## config.mk

```make
export PLATFORM = sky130hd
export DESIGN_NAME = iir_conv_scheduler_flat
export DESIGN_NICKNAME = d
export VERILOG_FILES = /design/src/rtl/iir_conv_scheduler_pkg.sv /design/src/rtl/iir_conv_scheduler_if.sv /design/src/rtl/iir_conv_scheduler_rr_arb2.sv /design/src/rtl/iir_conv_scheduler.sv /design/src/flat_wrapper.sv
export SDC_FILE = /design/constraint.sdc
export NUM_CORES = 1
export LEC_CHECK = 0
export CAP_MARGIN = 20
export CORE_MARGIN = 2
export CORE_UTILIZATION = 46
export DETAILED_ROUTE_END_ITERATION = 8
export MAX_ROUTING_LAYER = met4
export PLACE_DENSITY = 0.91
export SLEW_MARGIN = 20
export SYNTH_ARGS = -nofsm -noshare
export SYNTH_HDL_FRONTEND = slang
export SYNTH_SLANG_ARGS = --single-unit
export TNS_END_PERCENT = 20
```

## constraint.sdc

```tcl
create_clock -name clk -period 1.7 [get_ports clk]
set_input_delay 0.255 -clock clk [delete_from_list [all_inputs] [get_ports clk]]
set_output_delay 0.255 -clock clk [all_outputs]
set_load 0.03 [all_outputs]
```

## src/rtl/iir_conv_scheduler_pkg.sv

```systemverilog
// ============================================================================
// Module   : iir_conv_scheduler_pkg
// Brief    : Shared types and defaults for the IIR converter scheduler.
// Revision : 1.0  initial release
// ============================================================================
`default_nettype none

package iir_conv_scheduler_pkg;

   localparam logic [31:0] SAT_VAL_DEF = 32'h4780_0000;
   localparam int          TIMEOUT_DEF = 32;

   typedef enum logic [1:0] {IDLE, ISSUE, WAIT, ROUTE} sched_st_t;
   typedef enum logic {PATH_IN, PATH_OUT} path_t;

   typedef struct packed {
      logic [31:0] data;
      logic        valid;
   } slot_t;

endpackage

`default_nettype wire

```

## src/rtl/iir_conv_scheduler_if.sv

```systemverilog
// ============================================================================
// Module   : iir_conv_scheduler_if
// Brief    : Sample/filter handshakes, converter port and block outputs.
// Revision : 1.0  initial release
// ============================================================================
`default_nettype none

interface iir_conv_scheduler_if;
   logic        in_valid;
   logic        in_ready;
   logic [31:0] in_data;
   logic [2:0]  opt_i;
   logic [2:0]  opt_o;
   logic        flt_valid;
   logic        flt_ready;
   logic [31:0] flt_data;
   logic        f_en;
   logic [31:0] f_data;
   logic        cv_start;
   logic [31:0] cv_dataa;
   logic [2:0]  cv_n;
   logic        cv_done;
   logic [31:0] cv_result;
   logic        o_valid;
   logic [31:0] o_signal;
   logic        err_tmo;

   modport slave (
      input  in_valid, in_data, opt_i, opt_o, flt_valid, flt_data, cv_done, cv_result,
      output in_ready, flt_ready, f_en, f_data, cv_start, cv_dataa, cv_n,
             o_valid, o_signal, err_tmo
   );

   modport master (
      output in_valid, in_data, opt_i, opt_o, flt_valid, flt_data, cv_done, cv_result,
      input  in_ready, flt_ready, f_en, f_data, cv_start, cv_dataa, cv_n,
             o_valid, o_signal, err_tmo
   );
endinterface

`default_nettype wire

```

## src/rtl/iir_conv_scheduler_rr_arb2.sv

```systemverilog
// ============================================================================
// Module   : iir_conv_scheduler_rr_arb2
// Brief    : Two-way round-robin grant; ties go to the path not granted last.
// Revision : 1.0  initial release
// ============================================================================
`default_nettype none

module iir_conv_scheduler_rr_arb2
   import iir_conv_scheduler_pkg::*;
(
   input  logic  clk,
   input  logic  reset_l,
   input  logic  req_in,
   input  logic  req_out,
   input  logic  take,
   output path_t grant,
   output logic  grant_v
);

   path_t last;

   always_comb begin
      grant_v = req_in | req_out;
      if (req_in && req_out)
         grant = (last == PATH_IN) ? PATH_OUT : PATH_IN;
      else if (req_out)
         grant = PATH_OUT;
      else
         grant = PATH_IN;
   end

   always_ff @(posedge clk) begin
      if (!reset_l)
         last <= PATH_IN;
      else if (take)
         last <= grant;
   end

endmodule

`default_nettype wire

```

## src/rtl/iir_conv_scheduler.sv

```systemverilog
// ============================================================================
// Module   : iir_conv_scheduler
// Brief    : Shares one multi-cycle int<->float converter between the IIR input
//            and output paths. Optional macro SAT_CLEAR_EN zeroes saturated
//            input-path results.
// Revision : 1.0  initial release
// ============================================================================
`default_nettype none

module iir_conv_scheduler
   import iir_conv_scheduler_pkg::*;
#(
   parameter int          TIMEOUT = TIMEOUT_DEF,
   parameter logic [31:0] SAT_VAL = SAT_VAL_DEF
)(
   input  logic               clk,
   input  logic               reset_l,
   iir_conv_scheduler_if.slave bus
);

   localparam int TW = $clog2(TIMEOUT + 1);

`ifdef SAT_CLEAR_EN
   localparam logic SAT_CLR = 1'b1;
`else
   localparam logic SAT_CLR = 1'b0;
`endif

   slot_t          in_slot;
   slot_t          out_slot;
   sched_st_t      state;
   path_t          job_path;
   logic [TW-1:0]  timer;
   path_t          grant;
   logic           grant_v;
   logic           take;
   logic [31:0]    in_res;

   assign bus.in_ready  = !in_slot.valid;
   assign bus.flt_ready = !out_slot.valid;
   assign take          = (state == IDLE) && grant_v;
   assign in_res        = (SAT_CLR && (bus.cv_result == SAT_VAL)) ? 32'h0 : bus.cv_result;

   iir_conv_scheduler_rr_arb2 u_arb (
      .clk     (clk),
      .reset_l (reset_l),
      .req_in  (in_slot.valid),
      .req_out (out_slot.valid),
      .take    (take),
      .grant   (grant),
      .grant_v (grant_v)
   );

   // A slot is freed on the edge its job is granted; capture needs the slot empty,
   // so capture and release of the same slot never collide.
   always_ff @(posedge clk) begin
      if (!reset_l) begin
         in_slot  <= '0;
         out_slot <= '0;
      end else begin
         if (take && grant == PATH_IN)
            in_slot.valid <= 1'b0;
         else if (bus.in_valid && !in_slot.valid)
            in_slot <= '{data: bus.in_data, valid: 1'b1};

         if (take && grant == PATH_OUT)
            out_slot.valid <= 1'b0;
         else if (bus.flt_valid && !out_slot.valid)
            out_slot <= '{data: bus.flt_data, valid: 1'b1};
      end
   end

   // Timer counts cycles since cv_start; a done arriving as it hits TIMEOUT still wins.
   always_ff @(posedge clk) begin
      if (!reset_l) begin
         state        <= IDLE;
         job_path     <= PATH_IN;
         timer        <= '0;
         bus.cv_start <= 1'b0;
         bus.cv_dataa <= '0;
         bus.cv_n     <= '0;
         bus.f_en     <= 1'b0;
         bus.f_data   <= '0;
         bus.o_valid  <= 1'b0;
         bus.o_signal <= '0;
         bus.err_tmo  <= 1'b0;
      end else begin
         bus.cv_start <= 1'b0;
         bus.f_en     <= 1'b0;
         bus.o_valid  <= 1'b0;
         case (state)
            IDLE: begin
               if (grant_v) begin
                  state        <= ISSUE;
                  job_path     <= grant;
                  timer        <= '0;
                  bus.cv_start <= 1'b1;
                  if (grant == PATH_IN) begin
                     bus.cv_dataa <= in_slot.data;
                     bus.cv_n     <= bus.opt_i;
                  end else begin
                     bus.cv_dataa <= out_slot.data;
                     bus.cv_n     <= bus.opt_o;
                  end
               end
            end
            ISSUE: begin
               state <= WAIT;
               timer <= TW'(1);
            end
            WAIT: begin
               if (bus.cv_done) begin
                  state <= ROUTE;
                  if (job_path == PATH_IN) begin
                     bus.f_en   <= 1'b1;
                     bus.f_data <= in_res;
                  end else begin
                     bus.o_valid  <= 1'b1;
                     bus.o_signal <= bus.cv_result;
                  end
               end else if (timer == TW'(TIMEOUT)) begin
                  state       <= IDLE;
                  bus.err_tmo <= 1'b1;
               end else begin
                  timer <= timer + TW'(1);
               end
            end
            ROUTE: state <= IDLE;
            default: state <= IDLE;
         endcase
      end
   end

endmodule

`default_nettype wire
```

## src/flat_wrapper.sv

```systemverilog
// flat-port wrapper written by rule: the top's interface ports become plain ports
module iir_conv_scheduler_flat import iir_conv_scheduler_pkg::*;
#(
   parameter int          TIMEOUT = TIMEOUT_DEF,
   parameter logic [31:0] SAT_VAL = SAT_VAL_DEF
)
  (clk, reset_l, bus_in_valid, bus_in_data, bus_opt_i, bus_opt_o, bus_flt_valid, bus_flt_data, bus_cv_done, bus_cv_result, bus_in_ready, bus_flt_ready, bus_f_en, bus_f_data, bus_cv_start, bus_cv_dataa, bus_cv_n, bus_o_valid, bus_o_signal, bus_err_tmo);
  iir_conv_scheduler_if bus_i ();
  input  logic clk;
  input  logic reset_l;
  input wire logic [$bits(bus_i.in_valid)-1:0] bus_in_valid;
  input wire logic [$bits(bus_i.in_data)-1:0] bus_in_data;
  input wire logic [$bits(bus_i.opt_i)-1:0] bus_opt_i;
  input wire logic [$bits(bus_i.opt_o)-1:0] bus_opt_o;
  input wire logic [$bits(bus_i.flt_valid)-1:0] bus_flt_valid;
  input wire logic [$bits(bus_i.flt_data)-1:0] bus_flt_data;
  input wire logic [$bits(bus_i.cv_done)-1:0] bus_cv_done;
  input wire logic [$bits(bus_i.cv_result)-1:0] bus_cv_result;
  output wire logic [$bits(bus_i.in_ready)-1:0] bus_in_ready;
  output wire logic [$bits(bus_i.flt_ready)-1:0] bus_flt_ready;
  output wire logic [$bits(bus_i.f_en)-1:0] bus_f_en;
  output wire logic [$bits(bus_i.f_data)-1:0] bus_f_data;
  output wire logic [$bits(bus_i.cv_start)-1:0] bus_cv_start;
  output wire logic [$bits(bus_i.cv_dataa)-1:0] bus_cv_dataa;
  output wire logic [$bits(bus_i.cv_n)-1:0] bus_cv_n;
  output wire logic [$bits(bus_i.o_valid)-1:0] bus_o_valid;
  output wire logic [$bits(bus_i.o_signal)-1:0] bus_o_signal;
  output wire logic [$bits(bus_i.err_tmo)-1:0] bus_err_tmo;
  assign bus_i.in_valid = bus_in_valid;
  assign bus_i.in_data = bus_in_data;
  assign bus_i.opt_i = bus_opt_i;
  assign bus_i.opt_o = bus_opt_o;
  assign bus_i.flt_valid = bus_flt_valid;
  assign bus_i.flt_data = bus_flt_data;
  assign bus_i.cv_done = bus_cv_done;
  assign bus_i.cv_result = bus_cv_result;
  assign bus_in_ready = bus_i.in_ready;
  assign bus_flt_ready = bus_i.flt_ready;
  assign bus_f_en = bus_i.f_en;
  assign bus_f_data = bus_i.f_data;
  assign bus_cv_start = bus_i.cv_start;
  assign bus_cv_dataa = bus_i.cv_dataa;
  assign bus_cv_n = bus_i.cv_n;
  assign bus_o_valid = bus_i.o_valid;
  assign bus_o_signal = bus_i.o_signal;
  assign bus_err_tmo = bus_i.err_tmo;
  iir_conv_scheduler #(.TIMEOUT(TIMEOUT), .SAT_VAL(SAT_VAL)) u_core (.clk(clk), .reset_l(reset_l), .bus(bus_i));
endmodule
```

==> summary.md, run 1 <==
| Metric | Value |
|---|---|
| Outcome | `completed` |
| Detail Placement HPWL | `12700 um` |
| Final wirelength | `19100 um` |
| Maximum number of pins on one net before global-route repair | `45` |
| Post-DR wirelength/cell | `16.0 um` |
| Final min period | `1690 ps` |
| Slew headroom | `67.7%` |
| Vias per cell | `5.27` |
| Unique cell type count in the Yosys netlist | `34` |
| Clock Latency Late Sink | `420 ps` |
| Fin crit share | `99.6%` |
| Crit Reg-Reg Startpoint | `u_core.timer[0]` |
| Reg2reg end | `u_core.timer[5]` |
| Synth area leader | `dfxtp_1` |
| Crit end category | `register` |
| Post-synthesis sequential element count | `178` |
| Hold WS | `384 ps` |
| Cell count of the worst reg-to-reg path | `6` |
| Fin Clk Skew | `9.51 ps` |
| Setup violators final | `0` |
| Initial Utilization | `46.6%` |
| Via count | `6296` |
| Worst-case clock buffer depth | `2` |
| Post-synth EDFFs | `0` |
| Leakage | `4.30 nW` |
| CP Cell Sequence | `inv_1 -> ha_1 -> and2_4 -> a2111o_1 -> o311ai_4 -> a31oi_1` |
| Die Y | `125 um` |
| Synth Net Count | `918` |
| Remaining antenna violation count after routing | `0` |
| Core outline area | `14400 um^2` |
| Crit path DAT | `1980 ps` |
| Drt initial violations | `458` |
| R2r setup slk | `6 ps` |
| CTS tree | `done` |
| Sequential area share after synthesis | `53.2%` |
| Clock slew at reported path FFs | `70 ps` |
| Diode count | `0` |
| Largest cells by area after synthesis | `dfxtp_1, nand2_1, a21oi_1` |
| Vias in the first global route | `6192` |
| Async SR Flop Fraction | `0%` |
| CP required | `1990 ps` |
| Area grow syn2layout | `46.2%` |
| GRT Total Usage | `24.7%` |
| Maximum vdd drop | `0.689 mV` |
| Initial antenna violation count | `0` |
| Die ar. | `15500 um^2` |
| H-tree depth | `4` |
| Root buffer selected by CTS | `clkbuf_16` |
| Slew of the pin with the lowest slew margin | `481 ps` |
| Startpoint Class | `register` |
| Min-delay src | `bus_in_data[24]` |
| Site Rows | `44` |
| CP max stage cell | `a2111o_1` |
| Crit Path Max Fanout | `4` |
| Io pins | `212` |
| Hold crit path type | `input pin to register` |
| Count leader, synth | `nand2_1` |
| Sink Count | `178` |
| Number of CTS-inserted buffers | `17` |
| Synth Cell Area | `6700 um^2` |
| Hold Path Sink | `u_core.in_slot[25]` |
| Max Cap Viol | `0` |
| Mapped Cells | `804` |
| Count of final max-slew check failures | `0` |
| Post-Syn Area per Cell | `8.33 um^2` |
| Drt drc | `0` |
| Nets@finish | `1112` |
| Port bufs | `211` |
| Final core utilization | `68.2%` |
| Share of post-route cells with drive strength above 1 | `7.62%` |
| Top cell type's share of synthesized area | `53.2%` |
| Final Wtd Congestion | `0.806` |
| Drt first pass iters | `5` |
| Hold path depth | `3` |
| Warnings from Yosys | `0` |
| Worst setup path class | `register to register` |
| Fmax | `590 MHz` |
| RSZ-0062 raised after global routing | `yes` |
| Final hold vios | `0` |
| Synth top cells by count | `nand2_1, dfxtp_1, a21oi_1` |
| Top_reg_cell synth | `dfxtp_1` |
| Total grt overflow | `0` |
| CP peak stage delay | `520 ps` |
| Pwr dens | `1310 nW/um^2` |
| First-pass GRT wire length | `30000 um` |
| Die W | `125 um` |
[power by group]
part	internal [mW]	total, mW	switching, mW	leakage, nW
clock network	2.17	3.83	1.67	0.276
logic	1.60	3.95	2.35	2.57
registers	4.72	5.02	0.302	1.45
[how the worst max path moves through the flow]
| stage | start | to | slack [ps] | cells past startpoint |
|---|---|---|---|---|
| floorplan | u_core.state[0] | u_core.bus.f_data[22] | 130 | 9 |
| global placement | bus_cv_done | u_core.timer[4] | 20 | 5 |
| detailed placement | u_core.state[1] | u_core.timer[5] | -140 | 6 |
| CTS | u_core.state[1] | u_core.timer[5] | -30 | 6 |
| global route | u_core.timer[0] | u_core.timer[5] | -40 | 6 |
| finish | u_core.timer[0] | u_core.timer[5] | 6 | 6 |
[per-layer routing]
metal  track usage (%)  up-vias  wire length (um)
li1                  -     3080                 -
met1              28.5     2956              7960
met2              41.4      240              9490
met3              6.74       20              1410
met4              8.86        0               272
met5                 -        -                 0
[cells in the final DEF, fill, tap and decap left out, types with 2 or more instances in the layout]
master,Yosys,layout
buf_12,2,15
clkbuf_16,0,17
a31oi_1,10,10
inv_8,0,2
ha_1,7,5
nand2_1,261,261
inv_1,6,4
dfxtp_1,178,174
clkinvlp_4,0,5
nand2b_1,4,4
nor2_1,41,40
and2b_1,2,2
mux2i_1,37,37
a211oi_1,37,36
a21oi_1,132,132
clkdlybuf4s50_1,0,108
dfxtp_2,0,3
buf_4,1,9
dlymetal6s2s_1,0,24
nand3_1,2,2
clkbuf_8,0,3
inv_2,2,2
inv_6,0,3
and3_1,6,6
inv_4,0,2
dlygate4sd2_1,0,79
and2_1,3,2
ha_4,0,2
o21ai_0,2,2
[kinds of logic (layout without fill, tap and decap cells)]
family,after synthesis,count (layout),synth area share [%]
adders and majority gates,7,7,1.31
muxes,37,37,5.53
and+or+nand+nor,325,325,19.1
buffers and inverters,68,275,4.78
AOI/OAI and AO/OA,189,189,16.1
DFF,178,178,53.2
[stage by stage]
step / TNS (ps) / instance area (um^2) / worst slack (ps) / power [mW] / instances
6_report: 0 / 9800 / 6.33 / 12.8 / 1195
4_1_cts: -56.0 / 9630 / -28.5 / 12.7 / 1193
3_3_place_gp: 0 / 9130 / 21.8 / 8.90 / 1161
3_5_place_dp: -511 / 9130 / -138 / 9.00 / 1161
5_1_grt: -141 / 9800 / -36.1 / 13.4 / 1195
2_1_floorplan: 0 / 6700 / 127 / 7.38 / 804
[what timing repair did]
action | in CTS | in global routing
endpoints found under the setup margin | 85 | 42
resized for setup | 81 | 46
hold buffers | 0 | 0
setup buffers | 0 | 2
pin swaps | 0 | 8
[area by class of cell]
type                            count  area (um^2)
Clock inverter                     12          121
Tap cell                          184          230
Clock buffer                       20          467
Sequential cell                   178         3570
Timing Repair Buffer              235         2440
Inverter                            8         35.0
Fill cell                        1100         4570
Multi-Input combinational cell    558         2930
[sequential cells by signal, indices dropped and copies added, names as in the netlist]
signal / flops
u_core.bus.f_data: 32
u_core.bus.err_tmo: 1
u_core.bus.o_valid: 1
u_core.timer: 6
u_core.bus.cv_dataa: 32
u_core.bus.o_signal: 32
u_core.bus.f_en: 1
u_core.u_arb.last: 1
u_core.in_slot: 33
u_core.state: 2
u_core.out_slot: 33
u_core.bus.cv_n: 3
u_core.bus.cv_start: 1
[worst max-delay path, delay by kind of cell, from the launching register on]
kind,cells,cell delay [ps]
AOI/OAI and AO/OA,3,780
DFF,1,350
adders and majority gates,1,190
and+or+nand+nor,1,180
buffers and inverters,1,60
Note: power is estimated with default switching activity, not from simulation.
==> run 2, diff against run 1 <==
--- a/config.mk
+++ b/config.mk
@@ -5,8 +5,7 @@
 export SDC_FILE = /design/constraint.sdc
 export NUM_CORES = 1
 export LEC_CHECK = 0
-export CAP_MARGIN = 20
-export CORE_MARGIN = 2
+export CAP_MARGIN = 25
 export CORE_UTILIZATION = 46
 export DETAILED_ROUTE_END_ITERATION = 8
 export MAX_ROUTING_LAYER = met4
==> run 2 against run 1 <==
Compared with the run above:
- cell count is 0.59% lower
- core utilization is 0.73 points higher
- register-to-register slack better by 20 ps
- die area is 3.2% lower
- critical path type unchanged
==> summary.md, run 2 (synthesized netlist as in run 1, its figures left out) <==
| Metric | Value |
|---|---|
| Hold Path Sink | `u_core.in_slot[25]` |
| Largest regs | `u_core.in_slot x33, u_core.out_slot x33` |
| Initial antenna violation count | `0` |
| Clock slew at reported path FFs | `60 ps` |
| Final setup margin | `21.9 ps` |
| H-tree depth | `4` |
| Outcome | `completed` |
| # hold bufs at CTS | `0` |
| Commonest non-fill, non-tap cell in the layout | `nand2_1` |
| Die W | `123 um` |
| Pre-CTS worst setup slack | `-69.9 ps` |
| Maximum vdd drop | `0.965 mV` |
| Fin Clk Skew | `9.46 ps` |
| Share of post-route cells with drive strength above 1 | `6.35%` |
| Clock group share of total power | `31.3%` |
| Die ar. | `15100 um^2` |
| Detail Placement HPWL | `12800 um` |
| Root buffer selected by CTS | `clkbuf_16` |
| Sink Count | `178` |
| Site Rows | `43` |
| R2r setup slk | `20 ps` |
| Cell count of the worst reg-to-reg path | `6` |
| Sw Ratio | `32.7%` |
| First-pass GRT wire length | `29300 um` |
| Drt drc | `0` |
| CTS tree | `done` |
| Hold path depth | `3` |
| Sequential power share | `39.2%` |
| Final hold vios | `0` |
| Startpoint Class | `register` |
| Max Cap Viol | `0` |
| Post-DR wirelength/cell | `16.2 um` |
| Reg2reg end | `u_core.timer[0]` |
| Pwr dens | `1320 nW/um^2` |
| Most frequent cells in the layout | `nand2_1, dfxtp_1, a21oi_1, clkdlybuf4s50_1, dlygate4sd2_1` |
| Setup violators final | `0` |
| Die Y | `123 um` |
| Vias per cell | `5.30` |
| Hold WS | `380 ps` |
| CP required | `2040 ps` |
| Fmax | `596 MHz` |
| Worst setup path class | `register to register` |
| Fin crit share | `98.7%` |
| Port bufs | `211` |
| Cell area after layout | `9680 um^2` |
| Vias in the first global route | `6036` |
| Io pins | `212` |
| Crit end category | `register` |
| Nets@finish | `1109` |
| Drt initial violations | `443` |
| Crit Reg-Reg Startpoint | `u_core.timer[1]` |
| Slew of the pin with the lowest slew margin | `521 ps` |
| Final min period | `1680 ps` |
| Crit Path Max Fanout | `4` |
| Diode count | `0` |
| Drt first pass iters | `5` |
| Number of CTS-inserted buffers | `17` |
| GRT Total Usage | `26.1%` |
| Total grt overflow | `0` |
| Final wirelength | `19200 um` |
| Int Pwr | `8.60 mW` |
| Placed instance area | `9080 um^2` |
| Area grow syn2layout | `44.4%` |
| RSZ-0062 raised after global routing | `yes` |
| Remaining antenna violation count after routing | `0` |
| Clock Latency Late Sink | `420 ps` |
| P_sw | `4.19 mW` |
| Maximum number of pins on one net before global-route repair | `74` |
| Crit path DAT | `2020 ps` |
| Via count | `6294` |
| Final Wtd Congestion | `0.829` |
| Core outline area | `14000 um^2` |
| Initial Utilization | `47.7%` |
| Hold crit path type | `input pin to register` |
| Worst-case clock buffer depth | `2` |
| Count of final max-slew check failures | `0` |
| Comb pwr share | `29.5%` |
| Slew headroom | `65.0%` |
| Final core utilization | `68.9%` |
| Min-delay src | `bus_in_data[24]` |
| Leakage | `4.25 nW` |
run 2: metrics by stage:
step | power [mW] | TNS (ps) | cells
6_report | 12.8 | 0 | 1188
5_1_grt | 13.4 | -144 | 1188
4_1_cts | 12.8 | 0 | 1188
3_5_place_dp | 9.01 | -265 | 1156
3_3_place_gp | 8.91 | 0 | 1156
2_1_floorplan | 7.38 | 0 | 804
run 2: final cells by class:
type                            instances  area, um^2
Fill cell                            1079        4370
Sequential cell                       178        3570
Multi-Input combinational cell        558        2860
Timing Repair Buffer                  232        2380
Clock buffer                           25         515
Tap cell                              180         225
Clock inverter                          7        93.8
Inverter                                8        32.5
run 2: worst max-delay path: stages (launching register included):
cell      delay (ps)
dfxtp_1          350
inv_1             70
ha_1             170
and2_1           200
a2111o_1         420
o31ai_1          130
mux2i_1          240
run 2: worst max path at each step:
| stage | from | cells past startpoint | end |
|---|---|---|---|
| after detailed placement | u_core.state[1] | 6 | u_core.timer[5] |
| after global routing | u_core.timer[0] | 6 | u_core.timer[4] |
| after global placement | bus_cv_done | 5 | u_core.state[1] |
| final | u_core.timer[1] | 6 | u_core.timer[0] |
| after floorplan | u_core.state[0] | 9 | u_core.bus.f_data[22] |
| after CTS | u_core.bus.o_signal[8] | 1 | bus_o_signal[8] |
run 2: repair_timing:
| action | in CTS | in global routing |
|---|---|---|
| setup buffers | 0 | 0 |
| endpoints found under the hold margin | 0 | 0 |
| pin swaps | 0 | 1 |
| resized for setup | 83 | 28 |
| endpoints found under the setup margin | 85 | 62 |
run 2: routing by layer:
metal | GRT usage, % | wire length (um) | vias to the layer above
met3 | 8.88 | 1730 | 29
met2 | 43.3 | 9360 | 277
met4 | 7.62 | 292 | 0
met1 | 29.6 | 7810 | 2921
met5 | - | 0 | -
li1 | - | - | 3067
run 2: power by group through the flow:
stage / Sequential, mW / Combinational (mW) / Clock, mW
finish: 5.01 / 3.77 / 4.00
CTS: 5.01 / 3.76 / 4.04
detailed placement: 5.11 / 3.91 / 0
floorplan: 5.80 / 1.58 / 0
global placement: 5.07 / 3.83 / 0
global route: 5.08 / 4.07 / 4.23
